<file path="config.mk">
export PLATFORM = sky130hd
export DESIGN_NAME = urv_irq_ctrl
export DESIGN_NICKNAME = d
export VERILOG_FILES = /design/src/rtl/urv_irq_ctrl.sv
export SDC_FILE = /design/constraint.sdc
export NUM_CORES = 1
export LEC_CHECK = 0
export CAP_MARGIN = 20
export CORE_ASPECT_RATIO = 0.9
export CORE_UTILIZATION = 40
export CTS_CLUSTER_DIAMETER = 30
export CTS_CLUSTER_SIZE = 30
export DETAILED_ROUTE_END_ITERATION = 8
export GPL_ROUTABILITY_DRIVEN = 1
export GPL_TIMING_DRIVEN = 0
export PLACE_DENSITY = 0.6
export SLEW_MARGIN = 40
export SYNTH_ARGS = -nofsm -noshare
export SYNTH_HDL_FRONTEND = slang
export SYNTH_SLANG_ARGS = --single-unit
</file>
<file path="constraint.sdc">
create_clock -name clk_i -period 3.4 [get_ports clk_i]
set_input_delay 0.68 -clock clk_i [delete_from_list [all_inputs] [get_ports clk_i]]
set_output_delay 0.68 -clock clk_i [all_outputs]
set_load 0.005 [all_outputs]
</file>
<file path="src/rtl/urv_irq_ctrl.sv">
// Interrupt controller for the uRV core: it synchronises eight raw sources and latches edge or level pending bits.
// A round-robin arbiter then raises a single one-hot request and tracks it through claim and done.
module urv_irq_ctrl (
    input  logic       clk_i,
    input  logic       rst_n_i,
    input  logic [7:0] irq_i,
    input  logic       cfg_we_i,
    input  logic [1:0] cfg_addr_i,
    input  logic [7:0] cfg_wdata_i,
    output logic [7:0] cfg_rdata_o,
    output logic [7:0] irq_o,
    input  logic       claim_i,
    input  logic       done_i,
    output logic       busy_o
);

    typedef enum logic [1:0] {
        ST_IDLE    = 2'd0,
        ST_SIGNAL  = 2'd1,
        ST_SERVICE = 2'd2
    } state_e;

    localparam logic [1:0] ADDR_ENABLE  = 2'd0;
    localparam logic [1:0] ADDR_EDGE    = 2'd1;
    localparam logic [1:0] ADDR_PENDING = 2'd2;
    localparam logic [1:0] ADDR_STATUS  = 2'd3;

    logic [7:0] sync_q1, sync_q2, sync_q3;
    logic [7:0] enable_q, edge_q;
    logic [7:0] pend_q, pend_d;
    state_e     state_q, state_d;
    logic [2:0] id_q, id_d;
    logic [2:0] rr_ptr_q, rr_ptr_d;
    logic [7:0] irq_q, irq_d;
    logic       busy_q, busy_d;

    logic [7:0] edge_det_s;
    logic [7:0] clr_s;
    logic [7:0] claim_clr_s;
    logic [3:0] pick_s;

    // Round-robin search from ptr+1 upward; result is {found, index}.
    // The loop runs from the farthest candidate to the nearest so that the nearest match wins.
    function automatic logic [3:0] rr_pick(input logic [7:0] req, input logic [2:0] ptr);
        logic [3:0] res;
        logic [2:0] idx;
        res = 4'd0;
        for (int k = 7; k >= 0; k--) begin
            idx = ptr + 3'd1 + 3'(k);
            res = req[idx] ? {1'b1, idx} : res;
        end
        return res;
    endfunction

    // Two-flop synchroniser plus a third stage for edge detection.
    always_ff @(posedge clk_i or negedge rst_n_i) begin
        if (!rst_n_i) begin
            sync_q1 <= 8'h00;
            sync_q2 <= 8'h00;
            sync_q3 <= 8'h00;
        end else begin
            sync_q1 <= irq_i;
            sync_q2 <= sync_q1;
            sync_q3 <= sync_q2;
        end
    end

    // Configuration registers; the EDGE register resets to all sources in edge mode.
    always_ff @(posedge clk_i or negedge rst_n_i) begin
        if (!rst_n_i) begin
            enable_q <= 8'h00;
            edge_q   <= 8'hFF;
        end else if (cfg_we_i) begin
            case (cfg_addr_i)
                ADDR_ENABLE: enable_q <= cfg_wdata_i;
                ADDR_EDGE:   edge_q   <= cfg_wdata_i;
                default:     ;
            endcase
        end
    end

    // Pending bits: edge-mode bits are sticky, with a set taking priority over a clear.
    // Level-mode bits follow the synchronised input.
    always_comb begin
        edge_det_s  = sync_q2 & ~sync_q3;
        clr_s       = 8'h00;
        claim_clr_s = 8'h00;
        if (cfg_we_i && (cfg_addr_i == ADDR_PENDING)) begin
            clr_s = cfg_wdata_i;
        end else begin
            clr_s = 8'h00;
        end
        if ((state_q == ST_SIGNAL) && claim_i) begin
            claim_clr_s = 8'h01 << id_q;
        end else begin
            claim_clr_s = 8'h00;
        end
        pend_d = (edge_q & (edge_det_s | (pend_q & ~(clr_s | claim_clr_s))))
               | (~edge_q & sync_q2);
    end

    // Arbitration FSM: the next state and the registered request/busy values.
    always_comb begin
        state_d  = state_q;
        id_d     = id_q;
        rr_ptr_d = rr_ptr_q;
        irq_d    = 8'h00;
        pick_s   = rr_pick(pend_q & enable_q, rr_ptr_q);
        case (state_q)
            ST_IDLE: begin
                if (pick_s[3]) begin
                    state_d = ST_SIGNAL;
                    id_d    = pick_s[2:0];
                    irq_d   = 8'h01 << pick_s[2:0];
                end else begin
                    state_d = ST_IDLE;
                end
            end
            ST_SIGNAL: begin
                if (claim_i) begin
                    state_d = ST_SERVICE;
                end else if (!enable_q[id_q]) begin
                    state_d = ST_IDLE;
                end else begin
                    state_d = ST_SIGNAL;
                    irq_d   = 8'h01 << id_q;
                end
            end
            ST_SERVICE: begin
                if (done_i) begin
                    state_d  = ST_IDLE;
                    rr_ptr_d = id_q;
                end else begin
                    state_d = ST_SERVICE;
                end
            end
            default: begin
                state_d = ST_IDLE;
            end
        endcase
        busy_d = (state_d != ST_IDLE);
    end

    // Pending, FSM and output registers.
    always_ff @(posedge clk_i or negedge rst_n_i) begin
        if (!rst_n_i) begin
            pend_q   <= 8'h00;
            state_q  <= ST_IDLE;
            id_q     <= 3'd0;
            rr_ptr_q <= 3'd7;
            irq_q    <= 8'h00;
            busy_q   <= 1'b0;
        end else begin
            pend_q   <= pend_d;
            state_q  <= state_d;
            id_q     <= id_d;
            rr_ptr_q <= rr_ptr_d;
            irq_q    <= irq_d;
            busy_q   <= busy_d;
        end
    end

    // Combinational register read-back.
    always_comb begin
        cfg_rdata_o = 8'h00;
        case (cfg_addr_i)
            ADDR_ENABLE:  cfg_rdata_o = enable_q;
            ADDR_EDGE:    cfg_rdata_o = edge_q;
            ADDR_PENDING: cfg_rdata_o = pend_q;
            ADDR_STATUS:  cfg_rdata_o = {busy_q, (state_q == ST_SERVICE), 3'b000, id_q};
            default:      cfg_rdata_o = 8'h00;
        endcase
    end

    assign irq_o  = irq_q;
    assign busy_o = busy_q;

endmodule

</file>
==> tab_implementation.tex, run 1 <==
\begin{tabular}{lr}
\hline
Metric & Value \\
\hline
\multicolumn{2}{l}{\textbf{Status}} \\
\quad Status & finished clean \\
\multicolumn{2}{l}{\textbf{Route}} \\
\quad Via density per instance & 5.70 \\
\quad Number of DRC markers after the initial detailed-route iteration & 163 \\
\quad Avg WL per Cell & 17.8 µm \\
\quad Number of vias after detailed routing & 2823 \\
\quad Remaining DRCs & 0 \\
\quad Antenna-violating nets left & 0 \\
\quad Drt pass-1 iters & 4 \\
\quad Total routed wirelength & 8820 µm \\
\multicolumn{2}{l}{\textbf{Timing}} \\
\quad Achievable clock frequency & 310 MHz \\
\quad Final setup violation count & 0 \\
\quad Tightest Pin Transition & 0.743 ns \\
\quad Layout Skew & 0.00543 ns \\
\quad Final WS setup & 0.171 ns \\
\quad Tightest slew margin relative to the limit & 0.502 \\
\quad Final critical delay including setup and external delays & 3.23 ns \\
\quad Final worst-path cycle share & 0.950 \\
\quad Final number of max-transition violations & 0 \\
\quad Final hold violation count & 0 \\
\quad Worst hold margin & 0.228 ns \\
\multicolumn{2}{l}{\textbf{Yosys}} \\
\quad Portion of netlist area occupied by mux cells & 0.177 \\
\quad Post-synthesis simple-gate area fraction & 0.157 \\
\quad Net count of the mapped netlist & 345 \\
\quad Number of flip-flops and latches in the synthesized netlist & 65 \\
\quad Mean area per synthesized cell & 11.1 µm² \\
\quad Synth Area in Compound Gates & 0.161 \\
\quad Proportion of register bits with asynchronous set or reset after synthesis & 1.00 \\
\quad EDFF count, synth & 0 \\
\quad Xor-xnor portion of the synthesized cell area & 0.0120 \\
\quad Number of distinct library cells after synthesis & 59 \\
\quad Count of synthesis-stage warnings from yosys & 0 \\
\quad Sequential element share of the synthesized area & 0.462 \\
\quad Gate count of the mapped netlist & 320 \\
\quad Fraction of the mapped netlist area in adder cells & 0.00705 \\
\quad Top flip-flop cell by instance count after synthesis & sky130\_fd\_sc\_hd\_\_dfrtp\_1 \\
\quad Netlist area before placement & 3550 µm² \\
\quad Dominant combinational cell family by area after synthesis & multiplexers \\
\multicolumn{2}{l}{\textbf{Layout}} \\
\quad Multi-input logic area & 1840 µm² \\
\quad Filler Cell Count & 807 \\
\quad Antenna diodes & 0 \\
\quad Share of final-layout standard cells stronger than drive strength 1 & 0.213 \\
\quad Commonest non-fill, non-tap cells in the layout & sky130\_fd\_sc\_hd\_\_dfrtp\_1, sky130\_fd\_sc\_hd\_\_nand2\_1, sky130\_fd\_sc\_hd\_\_clkdlybuf4s50\_1 \\
\quad Layout Cells excl Fill & 495 \\
\quad Post-route core utilization & 0.506 \\
\quad Synth-to-layout area growth & 22.3\% \\
\quad Net count, final & 396 \\
\quad Area occupied by registers & 1640 µm² \\
\quad Most frequent standard cell in the layout excluding fill and tap cells & sky130\_fd\_sc\_hd\_\_dfrtp\_1 \\
\multicolumn{2}{l}{\textbf{CTS}} \\
\quad Clock tree from TritonCTS & yes \\
\quad CTS Root Cell & sky130\_fd\_sc\_hd\_\_clkbuf\_8 \\
\quad Clock Sink Count & 65 \\
\quad Hold buffer count at cts & 0 \\
\quad Clock slew seen by the registers of the worst setup and hold paths & 0.07 ns \\
\quad Maximum buffer depth of the clock tree & 2 \\
\quad Count of buffers added by post-CTS timing repair for setup & 0 \\
\quad CTS H-tree depth & 3 \\
\quad Number of buffers inserted during clock tree synthesis & 9 \\
\quad Clock latency on the worst-skew pair & 0.34 ns \\
\multicolumn{2}{l}{\textbf{Critical path}} \\
\quad Launching element type of the critical path & flip-flop \\
\quad Endpoint of the worst-slack reg-to-reg timing path & busy\_o \\
\quad Required time of the critical path & 3.62 ns \\
\quad Setup slack, reg-to-reg & 0.17 ns \\
\quad Startpoint of the worst register-to-register path & rr\_ptr\_q[0] \\
\quad Critical Path Sink Type & flip-flop \\
\quad R2r worst-path depth & 11 \\
\quad CP arrival & 3.45 ns \\
\quad CP max FO & 10 \\
\quad Type of the worst setup path & flip-flop to flip-flop \\
\multicolumn{2}{l}{\textbf{Floorplanning}} \\
\quad Number of top-level design ports & 40 \\
\quad Starting utilization of the core area & 0.414 \\
\quad Core Footprint & 8570 µm² \\
\quad Rows & 32 \\
\quad Height of the die & 91.3 µm \\
\quad Die extent in x & 101 µm \\
\quad Area of the die & 9250 µm² \\
\multicolumn{2}{l}{\textbf{Power and ir drop}} \\
\quad Post-layout power & 4.24 mW \\
\quad Total leakage power & 1.76 nW \\
\quad Largest vdd supply drop & 0.360 mV \\
\quad Total power density per cell area & 978 nW/µm² \\
\multicolumn{2}{l}{\textbf{Global route}} \\
\quad Global routing usage summed across all routing layers & 0.212 \\
\quad First-pass GRT wire length & 14700 µm \\
\quad Pin count of the biggest net entering global routing & 45 \\
\quad Via count of the first global-routing pass & 2793 \\
\quad Gr ovfl total & 0 \\
\quad Number of antenna violations at the first check in global routing & 0 \\
\multicolumn{2}{l}{\textbf{Hold path}} \\
\quad Worst hold-check path type & primary input to async pin \\
\multicolumn{2}{l}{\textbf{Placement}} \\
\quad Final HPWL from detailed placement & 6630 µm \\
\quad Setup slack at placement & -0.142 ns \\
\quad Final Wtd Congestion & 0.924 \\
\quad Cell count after placement & 479 \\
\quad Number of port buffers & 39 \\
\multicolumn{2}{l}{\textbf{Job}} \\
\quad Number of violations of the max-capacitance limit & 0 \\
\hline
\end{tabular}
Yosys cell counts (2+ instances only):
library cell | count | area (µm²)
sky130_fd_sc_hd__dfrtp_1 | 54 | 1350
sky130_fd_sc_hd__dfstp_2 | 11 | 289
sky130_fd_sc_hd__or2_2 | 2 | 12.5
sky130_fd_sc_hd__xnor2_1 | 3 | 26.3
sky130_fd_sc_hd__nor2_1 | 25 | 93.8
sky130_fd_sc_hd__a22oi_1 | 2 | 15.0
sky130_fd_sc_hd__or2_1 | 3 | 18.8
sky130_fd_sc_hd__nor2b_1 | 5 | 31.3
sky130_fd_sc_hd__nand2b_1 | 3 | 18.8
sky130_fd_sc_hd__buf_6 | 2 | 22.5
sky130_fd_sc_hd__o21ai_0 | 13 | 65.1
sky130_fd_sc_hd__a21o_1 | 9 | 67.6
sky130_fd_sc_hd__a211oi_1 | 2 | 15.0
sky130_fd_sc_hd__o31ai_1 | 8 | 60.1
sky130_fd_sc_hd__clkbuf_1 | 5 | 18.8
sky130_fd_sc_hd__a22o_1 | 4 | 35.0
sky130_fd_sc_hd__nand3_1 | 10 | 50.1
sky130_fd_sc_hd__and2_1 | 11 | 68.8
sky130_fd_sc_hd__or3_1 | 3 | 18.8
sky130_fd_sc_hd__a21oi_1 | 5 | 25.0
sky130_fd_sc_hd__o22ai_1 | 7 | 43.8
sky130_fd_sc_hd__o221ai_1 | 2 | 17.5
sky130_fd_sc_hd__buf_2 | 2 | 10.0
sky130_fd_sc_hd__inv_1 | 3 | 11.3
sky130_fd_sc_hd__nor3_1 | 2 | 10.0
sky130_fd_sc_hd__mux2i_1 | 10 | 100
sky130_fd_sc_hd__mux4_2 | 13 | 293
sky130_fd_sc_hd__mux2_2 | 19 | 214
sky130_fd_sc_hd__nor3b_1 | 2 | 15.0
sky130_fd_sc_hd__nand2_1 | 42 | 158
sky130_fd_sc_hd__a221oi_1 | 6 | 52.6
sky130_fd_sc_hd__ha_1 | 2 | 25.0
sky130_fd_sc_hd__a211o_1 | 2 | 17.5
sky130_fd_sc_hd__nand3b_1 | 2 | 15.0
sky130_fd_sc_hd__o211ai_1 | 2 | 15.0
worst max-delay path, cell delays in order, from the launching register on:
cell,delay (ns)
sky130_fd_sc_hd__dfstp_2,0.54
sky130_fd_sc_hd__buf_6,0.14
sky130_fd_sc_hd__inv_6,0.06
sky130_fd_sc_hd__ha_1,0.33
sky130_fd_sc_hd__inv_1,0.14
sky130_fd_sc_hd__mux4_2,0.61
sky130_fd_sc_hd__or2_2,0.32
sky130_fd_sc_hd__nor4_2,0.29
sky130_fd_sc_hd__or3_1,0.16
sky130_fd_sc_hd__buf_2,0.17
sky130_fd_sc_hd__o21ai_1,0.11
sky130_fd_sc_hd__or2_1,0.24
area by class of cell:
class                   instances  share of cell area
well taps                     119              0.0343
repair buffers                 40              0.0940
inverters                       4             0.00461
clock inverters                 6              0.0213
plain buffers                  11              0.0150
flip-flops and latches         65               0.378
multi-input cells             240               0.423
clock buffers                  10              0.0294
timing repair:
action                     in CTS  in global routing
setup endpoints to repair       6                 10
pin swaps                       0                  1
gates resized for setup         1                  2
how the worst max path moves through the flow:
stage             startpoint             end  slack, ns  cells past startpoint
6_report         rr_ptr_q[0]          busy_o       0.17                     11
5_1_grt          rr_ptr_q[0]        irq_o[7]     -0.009                     11
4_1_cts          rr_ptr_q[0]          busy_o       0.06                     11
3_5_place_dp   cfg_addr_i[0]  cfg_rdata_o[1]      -0.14                      4
3_3_place_gp         rst_n_i      sync_q1[3]      -0.44                      1
2_1_floorplan    rr_ptr_q[0]        irq_o[5]       0.53                     12
state kept, by name (all words and copies together) (netlist names):
| register | flops |
|---|---|
| irq_o | 8 |
| pend_q | 8 |
| sync_q1 | 8 |
| busy_o | 1 |
| sync_q3 | 8 |
| sync_q2 | 8 |
| rr_ptr_q | 3 |
| enable_q | 8 |
| state_q | 2 |
| edge_q | 8 |
| id_q | 3 |
power breakdown:
group	internal [mW]	leakage (nW)	switching (mW)	total, mW
Combinational	1.02	0.896	1.43	2.45
Clock	0.415	0.103	0.301	0.717
Sequential	0.944	0.764	0.131	1.08
metrics by stage:
stage	TNS, ns	area, µm²
after floorplan	0	3550
after global placement	-23.92	4090
after detailed placement	-0.671	4110
after CTS	0	4330
after global routing	-0.00898	4340
final	0	4340
layer usage:
layer / part of all wire / vias to the layer above / global-route usage
met5: 0 / - / 0
met4: 0.0092 / 0 / 0.0894
met3: 0.057 / 7 / 0.0454
met2: 0.48 / 84 / 0.324
met1: 0.46 / 1437 / 0.290
li1: - / 1295 / -
cell families after synthesis:
group | count (synthesis)
compound gates | 75
xor+xnor | 4
fa+ha+maj | 2
buf+inv | 15
flops | 65
mux | 43
simple gates | 116
No activity file was read; power rests on OpenSTA's default activity.
==> inputs of run 2 (changes only) <==
Settings changed: CORE_MARGIN set to 2, SLEW_MARGIN 40 to 0.
Clock period 3.4 ns to 3.85 ns, I/O delays scaled along.
==> run 2 against run 1 <==
  * Sequential power fell by 12%
  * Critical endpoint is now cfg_rdata_o[6]
  * Die area up 4.2%
  * Register-to-register slack improved by 0.36 ns
  * Largest power group unchanged
  * Sequential share of layout area is 0.46 points higher
  * Final cell count unchanged
  * Combinational power is 12% lower
  * Non-clock buffer count stayed put
  * Critical path depth down 7
  * Flip-flop and latch count unchanged
  * Clock skew is 0.0015 ns higher
==> tab_implementation.tex, run 2 (synthesis results as in run 1) <==
\begin{tabular}{lr}
\hline
Metric & Value \\
\hline
\multicolumn{2}{l}{\textbf{Status}} \\
\quad Status & finished clean (unchanged) \\
\multicolumn{2}{l}{\textbf{Timing}} \\
\quad Setup repair after global routing missed its margin & no \\
\quad Layout Skew & 0.00692 ns (was 0.00543 ns) \\
\quad Tightest Pin Transition & 0.786 ns (was 0.743 ns) \\
\quad Final number of max-transition violations & 0 (unchanged) \\
\quad Final worst-path cycle share & 0.951 \\
\quad Final critical delay including setup and external delays & 3.66 ns \\
\quad Tightest slew margin relative to the limit & 0.476 (was 0.502) \\
\quad Achievable clock frequency & 273 MHz \\
\quad Final hold violation count & 0 (unchanged) \\
\quad Worst hold margin & 0.348 ns (was 0.228 ns) \\
\quad Final setup violation count & 0 (unchanged) \\
\multicolumn{2}{l}{\textbf{CTS}} \\
\quad CTS H-tree depth & 3 (unchanged) \\
\quad Clock Sink Count & 65 (unchanged) \\
\quad Clock latency on the worst-skew pair & 0.33 ns (was 0.34 ns) \\
\quad Count of buffers added by post-CTS timing repair for setup & 0 (unchanged) \\
\quad Clock slew seen by the registers of the worst setup and hold paths & 0.07 ns (about the same) \\
\quad \# resized after CTS & 0 (was 1) \\
\quad CTS Root Cell & sky130\_fd\_sc\_hd\_\_clkbuf\_8 (unchanged) \\
\quad Maximum buffer depth of the clock tree & 2 (unchanged) \\
\quad Hold buffer count at cts & 0 (unchanged) \\
\quad Number of buffers inserted during clock tree synthesis & 9 (unchanged) \\
\quad Clock tree from TritonCTS & yes (unchanged) \\
\multicolumn{2}{l}{\textbf{Placement}} \\
\quad Cell count after placement & 479 (unchanged) \\
\quad Final HPWL from detailed placement & 6450 µm (was 6630 µm) \\
\quad Number of port buffers & 39 (unchanged) \\
\quad Final Wtd Congestion & 0.856 (was 0.924) \\
\multicolumn{2}{l}{\textbf{Critical path}} \\
\quad Setup slack, reg-to-reg & 0.53 ns (was 0.17 ns) \\
\quad Type of the worst setup path & primary input to primary output (was flip-flop to flip-flop) \\
\quad Critical path depth in cells & 4 (was 11) \\
\quad Required time of the critical path & 3.08 ns (was 3.62 ns) \\
\quad R2r worst-path depth & 11 (unchanged) \\
\quad Cell at the slowest stage of the critical path & sky130\_fd\_sc\_hd\_\_mux4\_2 (unchanged) \\
\quad Critical Path Sink Type & primary output (was flip-flop) \\
\quad CP arrival & 2.89 ns (was 3.45 ns) \\
\quad Buffering stage count on the worst path with inverters included & 3 (was 4) \\
\quad Worst path cell trace & clkdlybuf4s50\_1, clkbuf\_1, mux4\_2, clkdlybuf4s50\_1 (was buf\_6, inv\_6, ha\_1, inv\_1, mux4\_2, or2\_2, nor4\_2, or3\_1, buf\_2, o21ai\_1, or2\_1) \\
\quad CP dominant cell by count & sky130\_fd\_sc\_hd\_\_clkdlybuf4s50\_1 \\
\quad Launching element type of the critical path & primary input (was flip-flop) \\
\quad CP max FO & 10 (unchanged) \\
\quad Max incr delay on CP & 0.62 ns (was 0.61 ns) \\
\quad Category of cells accounting for the largest share of critical-path delay & buffers and inverters (was simple AND/OR/NAND/NOR gates) \\
\multicolumn{2}{l}{\textbf{Global route}} \\
\quad Via count of the first global-routing pass & 2800 (was 2793) \\
\quad Gr ovfl total & 0 (unchanged) \\
\quad Global routing usage summed across all routing layers & 0.201 (was 0.212) \\
\quad First-pass GRT wire length & 14600 µm (was 14700 µm) \\
\quad Number of antenna violations at the first check in global routing & 0 (unchanged) \\
\quad Pin count of the biggest net entering global routing & 66 (was 45) \\
\multicolumn{2}{l}{\textbf{Layout}} \\
\quad Filler Cell Count & 788 (was 807) \\
\quad Synth-to-layout area growth & 20.8\% (was 22.3\%) \\
\quad Commonest non-fill, non-tap cells in the layout & sky130\_fd\_sc\_hd\_\_dfrtp\_1, sky130\_fd\_sc\_hd\_\_nand2\_1, sky130\_fd\_sc\_hd\_\_clkdlybuf4s50\_1 (unchanged) \\
\quad Share of final-layout standard cells stronger than drive strength 1 & 0.202 (was 0.213) \\
\quad Layout Cells excl Fill & 495 (unchanged) \\
\quad Antenna diodes & 0 (unchanged) \\
\quad Most frequent standard cell in the layout excluding fill and tap cells & sky130\_fd\_sc\_hd\_\_dfrtp\_1 (unchanged) \\
\quad Net count, final & 396 (unchanged) \\
\multicolumn{2}{l}{\textbf{Floorplanning}} \\
\quad Starting utilization of the core area & 0.412 (was 0.414) \\
\quad Rows & 32 (unchanged) \\
\quad Core Footprint & 8610 µm² (was 8570 µm²) \\
\quad Die extent in x & 103 µm (was 101 µm) \\
\quad Area of the die & 9640 µm² (was 9250 µm²) \\
\quad Number of top-level design ports & 40 (unchanged) \\
\quad Height of the die & 93.3 µm (was 91.3 µm) \\
\multicolumn{2}{l}{\textbf{Route}} \\
\quad Remaining DRCs & 0 (unchanged) \\
\quad Via density per instance & 5.60 (was 5.70) \\
\quad Drt pass-1 iters & 4 (unchanged) \\
\quad Number of vias after detailed routing & 2771 (was 2823) \\
\quad Avg WL per Cell & 17.3 µm (was 17.8 µm) \\
\quad Total routed wirelength & 8580 µm (was 8820 µm) \\
\quad Antenna-violating nets left & 0 (unchanged) \\
\quad Number of DRC markers after the initial detailed-route iteration & 139 (was 163) \\
\multicolumn{2}{l}{\textbf{Power and ir drop}} \\
\quad Share of power burned in combinational logic & 0.587 (was 0.578) \\
\quad Total leakage power & 1.74 nW (was 1.76 nW) \\
\quad Int Pwr & 2.05 mW (was 2.38 mW) \\
\quad Net switching fraction of the power & 0.441 (was 0.438) \\
\quad Largest vdd supply drop & 0.353 mV (was 0.360 mV) \\
\quad Clock share of power & 0.154 (was 0.169) \\
\quad NetSw & 1.62 mW (was 1.86 mW) \\
\quad Reg power frac & 0.259 (was 0.253) \\
\quad Total power density per cell area & 855 nW/µm² (was 978 nW/µm²) \\
\multicolumn{2}{l}{\textbf{Job}} \\
\quad Number of violations of the max-capacitance limit & 0 (unchanged) \\
\multicolumn{2}{l}{\textbf{Hold path}} \\
\quad Worst hold-check path type & flip-flop to flip-flop (was primary input to async pin) \\
\quad Hold Path Cell Cnt & 0 \\
\hline
\end{tabular}
-- run 2: worst paths after layout --
path                                  end           from
max                        cfg_rdata_o[6]  cfg_addr_i[0]
max in group asynchronous         id_q[0]        rst_n_i
min reg2reg                    sync_q2[7]     sync_q1[7]
min in group asynchronous      sync_q2[3]        rst_n_i
max reg2reg                        busy_o    rr_ptr_q[0]
min                            sync_q2[7]     sync_q1[7]
-- run 2: per-stage QoR --
| stage | power, mW | area, µm² | utilization | TNS, ns | worst slack [ns] |
|---|---|---|---|---|---|
| floorplan | 2.52 | 3550 | - | 0 | 0.983 |
| detailed placement | 3.08 | 4090 | 0.475 | 0 | 0.153 |
| finish | 3.66 | 4290 | 0.498 | 0 | 0.188 |
| global placement | 3.07 | 4090 | 0.475 | -3.59 | -0.0695 |
| global route | 3.95 | 4290 | 0.498 | 0 | 0.0808 |
| CTS | 3.65 | 4290 | 0.498 | 0 | 0.142 |
-- run 2: final cells by class --
cell class	count	area, µm²	area share
Multi-Input combinational cell	240	1820	0.426
Inverter	4	20.0	0.00467
Clock buffer	11	141	0.0330
Sequential cell	65	1640	0.383
Timing Repair Buffer	40	393	0.0917
Buffer	11	62.6	0.0146
Clock inverter	5	55.1	0.0128
Tap cell	119	149	0.0347
-- run 2: power groups by stage --
stage / combinational, mW / clock [mW] / sequential, mW
after global routing: 2.37 / 0.615 / 0.973
after CTS: 2.12 / 0.581 / 0.949
final: 2.15 / 0.564 / 0.950
after floorplan: 1.59 / 0 / 0.923
after global placement: 2.11 / 0 / 0.956
after detailed placement: 2.11 / 0 / 0.961
-- run 2: worst reg2reg max path: cells and delay by family, from the launching register on --
family / cells / cell delay, ns
fa+ha+maj: 1 / 0.33
compound gates: 1 / 0.09
flops: 1 / 0.54
buf+inv: 4 / 0.50
mux: 1 / 0.60
simple gates: 4 / 1.16
-- run 2: routing by layer --
layer  routed length (µm)  vias up  part of all wire  global-route usage
li1                     -     1298                 -                   -
met1                 4120     1369              0.48               0.299
met2                 3940       96              0.46               0.294
met3                  405        8             0.047              0.0344
met4                  113        0             0.013              0.0735
met5                    0        -                 0                   0
